File: src/rtl/instr_ctrl_fsm.sv
// instr_ctrl_fsm: decode/sequence stage between instruction fetch and the
// regfile/ALU/data memory. Takes one 9-bit instruction over valid/ready, emits
// a registered control word, sequences LOAD/STORE handshakes with a timeout
// and tracks CALL/RET nesting depth.
//
// Opcode map on instr_i[8:4] ('x' = low bit belongs to an operand field):
//   00000 ADDR   00001 SUBR   0001x ADDI   0010x SUBI   0011x SHR
//   0100x SHL    0101x ANDI   0110x XOR    0111x RSHL   1000x MOV
//   1001x BEQZ   1010x BNEQZ  10110 LOAD   10111 STORE  11000 AND
//   11001 OR     1101x J      1110x CALL   1111x RET
module instr_ctrl_fsm #(
    parameter int CALL_DEPTH  = 4,
    parameter int MEM_TIMEOUT = 15
) (
    input  logic       CLK,
    input  logic       reset,
    input  logic [8:0] instr_i,
    input  logic       instr_valid,
    output logic       instr_ready,
    input  logic       mem_ack,
    output logic       ctrl_valid,
    output logic [2:0] alu_op,
    output logic [2:0] reg_dst,
    output logic [2:0] reg_src,
    output logic [4:0] imm,
    output logic       use_imm,
    output logic       reg_we,
    output logic       mem_rd,
    output logic       mem_wr,
    output logic       br_eqz,
    output logic       br_neqz,
    output logic       jump,
    output logic       call,
    output logic       ret,
    output logic       stack_err,
    output logic       mem_err
);
    localparam logic [2:0] ALU_ADD  = 3'b000;
    localparam logic [2:0] ALU_SUB  = 3'b001;
    localparam logic [2:0] ALU_SHR  = 3'b010;
    localparam logic [2:0] ALU_SHL  = 3'b011;
    localparam logic [2:0] ALU_AND  = 3'b100;
    localparam logic [2:0] ALU_OR   = 3'b101;
    localparam logic [2:0] ALU_XOR  = 3'b110;
    localparam logic [2:0] ALU_PASS = 3'b111;

    localparam logic [3:0] DEPTH_MAX = 4'(CALL_DEPTH);
    localparam logic [7:0] CNT_LAST  = 8'(MEM_TIMEOUT - 1);

    typedef enum logic [1:0] {IDLE, EXEC, MEM} state_t;

    typedef struct packed {
        logic       ctrlValid;
        logic [2:0] aluOp;
        logic [2:0] regDst;
        logic [2:0] regSrc;
        logic [4:0] imm;
        logic       useImm;
        logic       regWe;
        logic       memRd;
        logic       memWr;
        logic       brEqz;
        logic       brNeqz;
        logic       jump;
        logic       call;
        logic       ret;
    } ctrl_t;

    state_t     state, stateNext;
    ctrl_t      ctrlQ, ctrlNext, decoded;
    logic [2:0] loadDstQ, loadDstNext;
    logic       isLoadQ, isLoadNext;
    logic [7:0] memCount, memCountNext;
    logic [3:0] depth, depthNext;
    logic       stackErrQ, stackErrNext;
    logic       memErrQ, memErrNext;

    // Decode the instruction currently on the input bus into a control word
    always_comb begin
        decoded = '0;
        decoded.ctrlValid = 1'b1;
        case (instr_i[8:5])
            4'b0000: begin
                decoded.aluOp  = instr_i[4] ? ALU_SUB : ALU_ADD;
                decoded.regDst = {1'b0, instr_i[3:2]};
                decoded.regSrc = {1'b0, instr_i[1:0]};
                decoded.regWe  = 1'b1;
            end
            4'b0001, 4'b0010, 4'b0011, 4'b0100, 4'b0101: begin
                decoded.regDst = {1'b0, instr_i[4:3]};
                decoded.imm    = {2'b00, instr_i[2:0]};
                decoded.useImm = 1'b1;
                decoded.regWe  = 1'b1;
                case (instr_i[8:5])
                    4'b0001: decoded.aluOp = ALU_ADD;
                    4'b0010: decoded.aluOp = ALU_SUB;
                    4'b0011: decoded.aluOp = ALU_SHR;
                    4'b0100: decoded.aluOp = ALU_SHL;
                    default: decoded.aluOp = ALU_AND;
                endcase
            end
            4'b0110, 4'b0111: begin
                // RSHL is the register-operand form of SHL
                decoded.aluOp  = instr_i[5] ? ALU_SHL : ALU_XOR;
                decoded.regDst = {1'b0, instr_i[4:3]};
                decoded.regSrc = {1'b0, instr_i[2:1]};
                decoded.regWe  = 1'b1;
            end
            4'b1000: begin
                decoded.aluOp  = ALU_PASS;
                decoded.regDst = {1'b0, instr_i[4:3]};
                decoded.regSrc = instr_i[2:0];
                decoded.regWe  = 1'b1;
            end
            4'b1001, 4'b1010: begin
                decoded.aluOp  = ALU_PASS;
                decoded.regSrc = {1'b0, instr_i[4:3]};
                decoded.imm    = {2'b00, instr_i[2:0]};
                decoded.brEqz  = (instr_i[8:5] == 4'b1001);
                decoded.brNeqz = (instr_i[8:5] == 4'b1010);
            end
            4'b1011: begin
                decoded.regDst = {1'b0, instr_i[3:2]};
                decoded.regSrc = {1'b0, instr_i[1:0]};
                decoded.memRd  = ~instr_i[4];
                decoded.memWr  = instr_i[4];
            end
            4'b1100: begin
                decoded.aluOp  = instr_i[4] ? ALU_OR : ALU_AND;
                decoded.regDst = {1'b0, instr_i[3:2]};
                decoded.regSrc = {1'b0, instr_i[1:0]};
                decoded.regWe  = 1'b1;
            end
            4'b1101, 4'b1110: begin
                decoded.aluOp = ALU_PASS;
                decoded.imm   = instr_i[4:0];
                decoded.jump  = (instr_i[8:5] == 4'b1101);
                decoded.call  = (instr_i[8:5] == 4'b1110);
            end
            default: decoded.ret = 1'b1;
        endcase
    end

    // Next state, next control word, call depth and sticky error flags
    always_comb begin
        // NOTE: every combinational output gets a default first, so no path can infer a latch.
        stateNext    = state;
        ctrlNext     = '0;
        loadDstNext  = loadDstQ;
        isLoadNext   = isLoadQ;
        memCountNext = memCount;
        depthNext    = depth;
        stackErrNext = stackErrQ;
        memErrNext   = memErrQ;
        case (state)
            IDLE: begin
                if (instr_valid) begin
                    ctrlNext    = decoded;
                    stateNext   = EXEC;
                    loadDstNext = decoded.regDst;
                    isLoadNext  = decoded.memRd;
                    if (decoded.call) begin
                        if (depth == DEPTH_MAX) stackErrNext = 1'b1;
                        else                    depthNext    = depth + 4'd1;
                    end
                    if (decoded.ret) begin
                        if (depth == 4'd0) stackErrNext = 1'b1;
                        else               depthNext    = depth - 4'd1;
                    end
                end
            end
            EXEC: begin
                memCountNext = '0;
                if (ctrlQ.memRd || ctrlQ.memWr) begin
                    stateNext      = MEM;
                    ctrlNext.memRd = ctrlQ.memRd;
                    ctrlNext.memWr = ctrlQ.memWr;
                end else begin
                    stateNext = IDLE;
                end
            end
            MEM: begin
                // An ack in the final timeout cycle still wins over the timeout
                if (mem_ack) begin
                    stateNext = IDLE;
                    if (isLoadQ) begin
                        ctrlNext.ctrlValid = 1'b1;
                        ctrlNext.regWe     = 1'b1;
                        ctrlNext.regDst    = loadDstQ;
                    end
                end else if (memCount == CNT_LAST) begin
                    stateNext  = IDLE;
                    memErrNext = 1'b1;
                end else begin
                    memCountNext   = memCount + 8'd1;
                    ctrlNext.memRd = ctrlQ.memRd;
                    ctrlNext.memWr = ctrlQ.memWr;
                end
            end
            default: stateNext = IDLE;
        endcase
    end

    // State and registered control outputs, synchronous active-high reset
    always_ff @(posedge CLK) begin
        // NOTE: non-blocking assignments so every register samples pre-edge values together.
        if (reset) begin
            state     <= IDLE;
            ctrlQ     <= '0;
            loadDstQ  <= '0;
            isLoadQ   <= 1'b0;
            memCount  <= '0;
            depth     <= '0;
            stackErrQ <= 1'b0;
            memErrQ   <= 1'b0;
        end else begin
            state     <= stateNext;
            ctrlQ     <= ctrlNext;
            loadDstQ  <= loadDstNext;
            isLoadQ   <= isLoadNext;
            memCount  <= memCountNext;
            depth     <= depthNext;
            stackErrQ <= stackErrNext;
            memErrQ   <= memErrNext;
        end
    end

    assign instr_ready = (state == IDLE);
    assign ctrl_valid  = ctrlQ.ctrlValid;
    assign alu_op      = ctrlQ.aluOp;
    assign reg_dst     = ctrlQ.regDst;
    assign reg_src     = ctrlQ.regSrc;
    assign imm         = ctrlQ.imm;
    assign use_imm     = ctrlQ.useImm;
    assign reg_we      = ctrlQ.regWe;
    assign mem_rd      = ctrlQ.memRd;
    assign mem_wr      = ctrlQ.memWr;
    assign br_eqz      = ctrlQ.brEqz;
    assign br_neqz     = ctrlQ.brNeqz;
    assign jump        = ctrlQ.jump;
    assign call        = ctrlQ.call;
    assign ret         = ctrlQ.ret;
    assign stack_err   = stackErrQ;
    assign mem_err     = memErrQ;

endmodule

File: config.mk
export PLATFORM = sky130hd
export DESIGN_NAME = instr_ctrl_fsm
export DESIGN_NICKNAME = d
export VERILOG_FILES = /design/src/rtl/instr_ctrl_fsm.sv
export SDC_FILE = /design/constraint.sdc
export NUM_CORES = 1
export LEC_CHECK = 0
export CAP_MARGIN = 20
export CORE_MARGIN = 2
export CORE_UTILIZATION = 38
export CTS_CLUSTER_SIZE = 20
export DETAILED_ROUTE_END_ITERATION = 12
export RECOVER_POWER = 25
export REMOVE_ABC_BUFFERS = 1
export SYNTH_ARGS = -nofsm -noshare
export SYNTH_HDL_FRONTEND = slang
export SYNTH_SLANG_ARGS = --single-unit
File: constraint.sdc
create_clock -name CLK -period 2.45 [get_ports CLK]
set_clock_uncertainty 0.2 [all_clocks]
set_input_delay 0.49 -clock CLK [delete_from_list [all_inputs] [get_ports CLK]]
set_output_delay 0.49 -clock CLK [all_outputs]
set_load 0.05 [all_outputs]
==> impl_metrics.toml <==
[placement]
port_buffers = 38
detailed_place.area_um2 = 2710
hpwl_mm = 3.80
gp_congestion = 0.911

[critical_path]
crit_arrival_ns = 1.59
r2r_cells = 6
r2r-start = "depth[0]"
worstPathCellList = "nor2_1 -> clkdlybuf4s50_1"
crit_path_end_kind = "primary output"
cp.required_ns = 1.76
slowest_delay_ns = 0.81
ff2ff_setup_slack_ns = 0.56
startpoint_type = "flop"
cp_slowest_cell = "clkdlybuf4s50_1"
crit_type = "flop to primary output"
regToRegEndpoint = "depth[3]"
worstPathMaxFanout = 9

[global_route]
antenna_found_initial = 0
grt_usage_pct = 16.8
grt_overflow_total = 0
grt_first_pass_wirelength_mm = 8.38
grt_pass1_vias = 1713
grt_max_degree = 22

[clock_network]
cts_buffer_depth = 2
cts_inserted_buffers = 5
cts_root_buf = "clkbuf_8"
cts_max_level = 2
cts.sinks = 42
hold_buffers = 0
clk_pin_slew_ns = 0.08
cts_tree = "built"
clock_latency_ns = 0.30
cts_setup_buffers = 0
post_cts_resized = 0

[sta]
relSlewSlack_pct = 39.1
max_slew.worst_pin.slew_ns = 0.914
drv_slew = 0
fin_hold_ws_ns = 0.261
period_minus_slack_ns = 2.28
hold_viol = 0
tns_ns = 0
period_share_pct = 93.2
fmax_mhz = 438
grt_setup_unrepaired = "no"
setup_viol = 0

[layout]
fill_cells = 547
design_area_um2 = 2790
ff_latch_area_um2 = 841
multi_input_area_um2 = 1220
layout.cells.most_common = "dfxtp_1"
layout_common_cells = "dfxtp_1, clkdlybuf4s50_1, a21oi_1, nor2_1, nand2_1"
syn_to_final_growth_pct = 28.0
num_antenna_cells = 0
final_layout_size_suffix_gt1_share_pct = 11.6
final_nets = 317

[worst_hold_path]
hp-class = "flop to flop"
worstHoldStart = "isLoadQ"
whs_path_depth = 2
hold_end = "isLoadQ"

[die]
ios = 40
initial_core_util_pct = 39.4
rows = 27
dieArea_um2 = 6360
die_x_um = 79.8
core_um2 = 5540
die_h_um = 79.8

[pwr]
power.total_mw = 1.41
power.density_nw_per_um2 = 504
peakVddDrop_mv = 0.250
leakage_nw = 1.01

[detailed_routing]
drt-initial-drc-count = 112
wl_per_cell_um = 13.5
drc = 0
drtAntennaViolNets = 0
firstDrtPassIters = 4
vias = 1987
wl_mm = 5.04
via_per_inst = 5.33

[synthesis]
ys_seq_elements = 42
synth_async_sr_flop_share_pct = 0
yosys_warnings = 0
seq_area_frac_synth_pct = 38.5
synth_cell_types = 55
syn_area_um2 = 2180
ys.flop_type = "dfxtp_1"
synth_edf_count = 0
syn_area_per_cell_um2 = 8.52
netlist_instances = 256

[flow_run]
drv_cap = 0

[run_status]
status = "completed"
worst max-delay path by stage:
stage	cells after the start	slack [ns]	to	start
3_5_place_dp	6	0.02	reg_src[1]	instr_i[6]
4_1_cts	2	0.13	instr_ready	state[0]
6_report	2	0.17	instr_ready	state[0]
5_1_grt	2	0.09	instr_ready	state[0]
3_3_place_gp	6	0.04	reg_src[1]	instr_i[6]
2_1_floorplan	4	0.62	imm[0]	instr_valid
layer usage:
layer,vias to the layer above,global-route usage (%),wire [um]
met5,-,0,0
met4,0,5.76,76
met3,8,3.51,231
met1,910,25.2,2600
met2,42,23.7,2130
li1,1027,-,-
critical path: cells and delay by family, from the launching register on:
kind / cells / cell delay [ns]
buffers and inverters: 1 / 0.81
AND/OR/NAND/NOR: 1 / 0.11
flip-flops: 1 / 0.38
metrics by stage:
step	instances	setup WS (ns)	utilization, %
after floorplan	237	0.617	-
after global placement	365	0.0403	48.9
after detailed placement	365	0.0209	48.9
after CTS	373	0.127	50.7
after global routing	373	0.0913	50.4
final	373	0.166	50.4
cell families (layout without fill, tap and decap cells):
logic type	count (synthesis)	in the layout	share of synthesized area, %
AOI/OAI and AO/OA	70	70	21.2
xor gates and xnor gates	5	5	2.01
adders and majority gates	4	4	2.29
buffers and inverters	25	70	5.10
DFF	42	42	38.5
muxes	9	9	4.24
other	1	1	0.172
and+or+nand+nor	100	100	26.5
state kept, by name, indices dropped and copies added, names as in the netlist, 2 cells and up:
signal	flops
alu_op	3
loadDstQ	2
imm	5
reg_dst	2
reg_src	3
memCount	8
state	2
depth	4
layout make-up:
cell class,count,area share (%)
timing repair buffer,56,18.6
clock buffer,6,2.96
multi-input combinational,189,43.8
clock inverter,2,0.448
sequential,42,30.1
inverter,6,0.806
tap,72,3.22
synthesized netlist by cell type (3+ instances only):
library cell	count	area share (%)
a21oi_1	20	4.6
nand2_1	18	3.1
nand4_1	5	1.4
and4b_1	3	1.4
a221oi_1	3	1.2
o21ai_0	11	2.5
nor3_1	6	1.4
nor2b_1	5	1.4
nand3_1	5	1.1
nor3b_1	3	1.0
clkbuf_1	8	1.4
o21ai_1	5	1.1
mux2i_1	7	3.2
a31oi_1	4	1.1
and2_1	6	1.7
nand2b_1	8	2.3
inv_1	5	0.86
buf_2	8	1.8
a32oi_1	3	1.2
ha_1	4	2.3
nor2_1	18	3.1
a211oi_1	4	1.4
dfxtp_1	42	39
xor2_1	3	1.2
or3_1	8	2.3
power by group:
group	total [mW]	internal [mW]	switching (mW)
Combinational	0.238	0.0971	0.140
Clock	0.466	0.227	0.239
Sequential	0.704	0.697	0.00725
Total	1.41	1.02	0.387
Note: power is estimated with default switching activity, not from simulation.
